--- config.mk ---
export PLATFORM = sky130hd
export DESIGN_NAME = rotate_gen
export DESIGN_NICKNAME = d
export VERILOG_FILES = /design/src/rtl/rotate_gen.sv
export SDC_FILE = /design/constraint.sdc
export NUM_CORES = 1
export LEC_CHECK = 0
export ABC_AREA = 1
export ABC_CLOCK_PERIOD_IN_PS = 1650
export CORE_MARGIN = 10
export CORE_UTILIZATION = 40
export CTS_BUF_LIST = sky130_fd_sc_hd__clkbuf_4 sky130_fd_sc_hd__clkbuf_8
export CTS_CLUSTER_DIAMETER = 60
export DETAILED_ROUTE_END_ITERATION = 10
export GPL_TIMING_DRIVEN = 0
export PLACE_DENSITY = 0.7
export SLEW_MARGIN = 20
export SYNTH_ARGS = -nofsm -noshare
export SYNTH_HDL_FRONTEND = slang
export SYNTH_SLANG_ARGS = --single-unit
export TNS_END_PERCENT = 30
--- constraint.sdc ---
create_clock -name clk -period 1.65 [get_ports clk]
set_input_delay 0.33 -clock clk [delete_from_list [all_inputs] [get_ports clk]]
set_output_delay 0.33 -clock clk [all_outputs]
set_load 0.03 [all_outputs]
--- src/rtl/rotate_gen.sv ---
// rotate_gen: parametrised walking-pattern generator.
// Advances a WIDTH-bit pattern one position every DIV enabled clocks.
// The pattern can rotate, shift with zero fill, or bounce between the two ends.
// Ports:
//   clk      - rising-edge clock
//   rst      - synchronous active-high reset
//   en       - advance enable (low freezes prescaler and pattern)
//   load     - parallel load strobe, captures load_val and dir
//   load_val - value loaded into the pattern
//   dir      - 0 = toward MSB (left), 1 = toward LSB (right)
//   mode     - 00 rotate, 01 shift zero-fill, 10 bounce, 11 hold
//   out      - current pattern (registered)
//   step     - registered one-cycle pulse following each stepping tick
module rotate_gen #(
  parameter int unsigned WIDTH = 4,
  parameter int unsigned DIV   = 1,
  parameter int unsigned INIT  = 1
) (
  input  logic             clk,
  input  logic             rst,
  input  logic             en,
  input  logic             load,
  input  logic [WIDTH-1:0] load_val,
  input  logic             dir,
  input  logic [1:0]       mode,
  output logic [WIDTH-1:0] out,
  output logic             step
);

  localparam int unsigned    PW        = (DIV > 1) ? $clog2(DIV) : 1;
  localparam logic [PW-1:0]  PRESC_MAX = PW'(DIV - 1);
  localparam logic [WIDTH-1:0] OUT_RST = WIDTH'(INIT);

  typedef enum logic {
    BDIR_LEFT  = 1'b0,
    BDIR_RIGHT = 1'b1
  } bdir_t;

  logic [WIDTH-1:0] r_out;
  logic [PW-1:0]    r_presc;
  logic             r_step;
  bdir_t            r_bdir;

  logic [WIDTH-1:0] w_out_nxt;
  logic [PW-1:0]    w_presc_nxt;
  logic             w_step_nxt;
  bdir_t            w_bdir_nxt;
  logic             w_tick;
  logic [WIDTH-1:0] w_rol;
  logic [WIDTH-1:0] w_ror;
  logic [WIDTH-1:0] w_shl;
  logic [WIDTH-1:0] w_shr;

  // Candidate next patterns for every move
  assign w_rol  = {r_out[WIDTH-2:0], r_out[WIDTH-1]};
  assign w_ror  = {r_out[0], r_out[WIDTH-1:1]};
  assign w_shl  = {r_out[WIDTH-2:0], 1'b0};
  assign w_shr  = {1'b0, r_out[WIDTH-1:1]};
  assign w_tick = en && (r_presc == PRESC_MAX);

  // State register
  always_ff @(posedge clk) begin
    if (rst) begin
      r_out   <= OUT_RST;
      r_presc <= '0;
      r_step  <= 1'b0;
      r_bdir  <= BDIR_LEFT;
    end else begin
      r_out   <= w_out_nxt;
      r_presc <= w_presc_nxt;
      r_step  <= w_step_nxt;
      r_bdir  <= w_bdir_nxt;
    end
  end

  // Next-state: load beats a tick; hold mode still runs the prescaler
  always_comb begin
    w_out_nxt   = r_out;
    w_presc_nxt = r_presc;
    w_bdir_nxt  = r_bdir;
    w_step_nxt  = 1'b0;
    if (load) begin
      w_out_nxt   = load_val;
      w_presc_nxt = '0;
      w_bdir_nxt  = dir ? BDIR_RIGHT : BDIR_LEFT;
    end else if (en) begin
      w_presc_nxt = w_tick ? '0 : r_presc + PW'(1);
      if (w_tick) begin
        case (mode)
          2'b00: begin
            w_out_nxt  = dir ? w_ror : w_rol;
            w_step_nxt = 1'b1;
          end
          2'b01: begin
            w_out_nxt  = dir ? w_shr : w_shl;
            w_step_nxt = 1'b1;
          end
          2'b10: begin
            // Turn around when the lit bit reaches the end we are heading to
            if (r_bdir == BDIR_LEFT) begin
              if (r_out[WIDTH-1]) begin
                w_bdir_nxt = BDIR_RIGHT;
                w_out_nxt  = w_ror;
              end else begin
                w_out_nxt  = w_rol;
              end
            end else begin
              if (r_out[0]) begin
                w_bdir_nxt = BDIR_LEFT;
                w_out_nxt  = w_rol;
              end else begin
                w_out_nxt  = w_ror;
              end
            end
            w_step_nxt = 1'b1;
          end
          default: begin
            w_out_nxt  = r_out;
            w_step_nxt = 1'b0;
          end
        endcase
      end
    end
  end

  assign out  = r_out;
  assign step = r_step;

endmodule

==> impl_metrics.json <==
{
  "outcome": "finished clean",
  "drt_wl_total_microns": 1436,
  "post-dp-hpwl_microns": 1108,
  "first_pass_iters": 4,
  "grt-ovfl-total": 0,
  "cts_root_buf": "clkbuf_4",
  "vias_per_cell": 4.969,
  "layout.cells.non_filler": 128,
  "drcViolationCount": 0,
  "drt_iter0_markers": 10,
  "ys_types": 17,
  "p_leak_uw": 0.0003887,
  "n_antenna_cell": 0,
  "yosysSeqAreaShare": 0.2424,
  "die_y_microns": 58.02,
  "n_fill_cell": 143,
  "drv_slew": 0,
  "powerDensity_nw_per_um2": 714.7,
  "cts_tree": "yes",
  "synth_warnings": 0,
  "holdCritPathClass": "flip-flop to flip-flop",
  "cts_buffer_depth": 2,
  "worst_slew_pin_slew_ns": 0.3044,
  "cts_max_level": 1,
  "cp.arrival_ns": 1.22,
  "dp.cells": 124,
  "vias": 636,
  "cp.depth": 1,
  "area_growth_pct": 36.58,
  "die_x_microns": 58.02,
  "crit_slowest_cell": "clkdlybuf4s50_1",
  "required_ns": 1.32,
  "synthesis.nets": 110,
  "fmax_mhz": 646.9,
  "coreArea_sq_um": 1334,
  "hold_depth": 2,
  "startpoint_type": "flip-flop",
  "max_cap_violations": 0,
  "clock_sinks": 7,
  "fin_worst_skew_ns": 0.002216,
  "finalPower_uw": 564.3,
  "path_buf_inv": 1,
  "ys_seq_elements": 7,
  "gp_congestion": 0.8776,
  "path_class": "flip-flop to primary output",
  "path_max_fanout": 1,
  "final_layout_size_suffix_gt1_frac": 0.1416,
  "cts.clk_slew.worst_paths_ns": 0.05,
  "antenna_found_initial": 0,
  "max_slew_margin": 0.7964,
  "portBuffers": 15,
  "hold_viol": 0,
  "finalCritPeriodShare": 0.9368,
  "rows": 13,
  "start_util": 0.4334,
  "ant_nets": 0,
  "grt_pass1_vias": 547,
  "syn_avg_cell_area_sq_um": 6.150,
  "synthCells": 94,
  "crit_chain": "clkdlybuf4s50_1",
  "syn_area_sq_um": 578.1,
  "cts_made_buffers": 3,
  "gr-usage-all-layers": 0.08580,
  "cp-end-kind": "primary output",
  "post-cts-setup-buffer-count": 0,
  "dieArea_sq_um": 3366,
  "wl_per_cell_microns": 11.22,
  "insertion_delay_ns": 0.26,
  "io_pins": 16,
  "grt_pass1_wl_microns": 2352,
  "fin_nets": 130,
  "critPathTopFamily": "buffers and inverters",
  "grt_start_max_net_pins": 11,
  "rsz0062_at_grt": "false",
  "setup_viol": 0,
  "rr_worst_depth": 9,
  "ir_drop_mv": 0.6984,
  "max_stage_delay_ns": 0.66,
  "period_minus_slack_ns": 1.546
}
==> routing by layer <==
metal	wire [microns]	part of all wire	track usage
met5	0	0	0
met4	0	0	0.02013
met3	115	0.080	0.05011
met2	631	0.44	0.1304
met1	688	0.48	0.1007
==> final timing paths <==
check / start / end / slack (ns)
setup / recovery: step$_SDFF_PP0_ / step / 0.10
hold / removal: r_presc$_SDFFE_PP0P_ / r_presc$_SDFFE_PP0P_ / 0.44
setup reg to reg: out[0]$_SDFFE_PP1P_ / out[0]$_SDFFE_PP1P_ / 0.50
hold reg to reg: r_presc$_SDFFE_PP0P_ / r_presc$_SDFFE_PP0P_ / 0.44
==> area by class of cell <==
class                      count  area [sq um]  share of cell area
multi-input combinational     75         405.4              0.5135
timing repair buffer          15         150.1              0.1902
sequential                     7         140.1              0.1775
inverter                      12         45.04             0.05705
clock buffer                   4         30.03             0.03803
tap                           15         18.77             0.02377
==> cells in the mapped netlist <==
cell type   n  share of area
or2_2       1          0.011
dfxtp_1     7           0.24
o21ai_1     5          0.043
nor2_1     10          0.065
ha_1        5           0.11
nand3_1     9          0.078
nand2_2     2          0.022
a211oi_1    1          0.013
o21ai_0     3          0.026
inv_2       4          0.026
a21oi_1     7          0.061
nand2_4     2          0.039
o211ai_1    1          0.013
nor3_1      2          0.017
nand2_1    26           0.17
a21oi_2     1          0.015
inv_1       8          0.052
==> stage by stage <==
stage	worst slack [ns]	util	hold WS [ns]	instance area (sq um)	setup TNS, ns
final	0.1042	0.5919	0.4399	789.5	0
after global routing	0.05609	0.5919	0.4588	789.5	0
after CTS	0.03075	0.5882	0.4440	784.5	0
after detailed placement	-0.2893	0.5600	0.4359	747.0	-1.042
after global placement	-0.2802	0.5600	0.4298	747.0	-0.9850
after floorplan	0.4029	-	0.3924	578.1	0
==> cell usage in the layout (no fill, tap or decap), types with 2 or more instances in the layout <==
cell type         n
nand2_1          26
nor2_1           10
nand3_1           9
clkdlybuf4s50_1   9
inv_1             7
a21oi_1           7
dfxtp_1           7
inv_2             5
o21ai_1           5
ha_1              4
clkbuf_4          4
dlygate4sd2_1     4
o21ai_0           3
nor3_1            2
nand2_4           2
nand2_2           2
dlymetal6s2s_1    2
==> where the power goes <==
group | leakage [uW] | switching [uW] | internal (uW)
sequential | 0.0000577 | 20.1 | 182
combinational | 0.000313 | 104 | 77.9
clock | 0.0000184 | 70.9 | 109
==> flip-flops by register name (all words and copies together) (netlist names) <==
register	count
r_presc	1
r_bdir	1
step	1
out	4
==> logic make-up (layout without fill, tap and decap cells) <==
group	after synthesis	in the layout	synth area share
AND/OR/NAND/NOR	52	52	0.4004
AO/OA/AOI/OAI	18	18	0.1710
buffers and inverters	12	31	0.07792
flip-flops	7	7	0.2424
adder cells (fa/ha/maj)	5	5	0.1082
==> repair_timing <==
action | CTS | global route
endpoints found under the setup margin | 6 | 4
hold buffers | 0 | 0
gates resized for setup | 5 | 3
No activity file was read; power rests on OpenSTA's default activity.
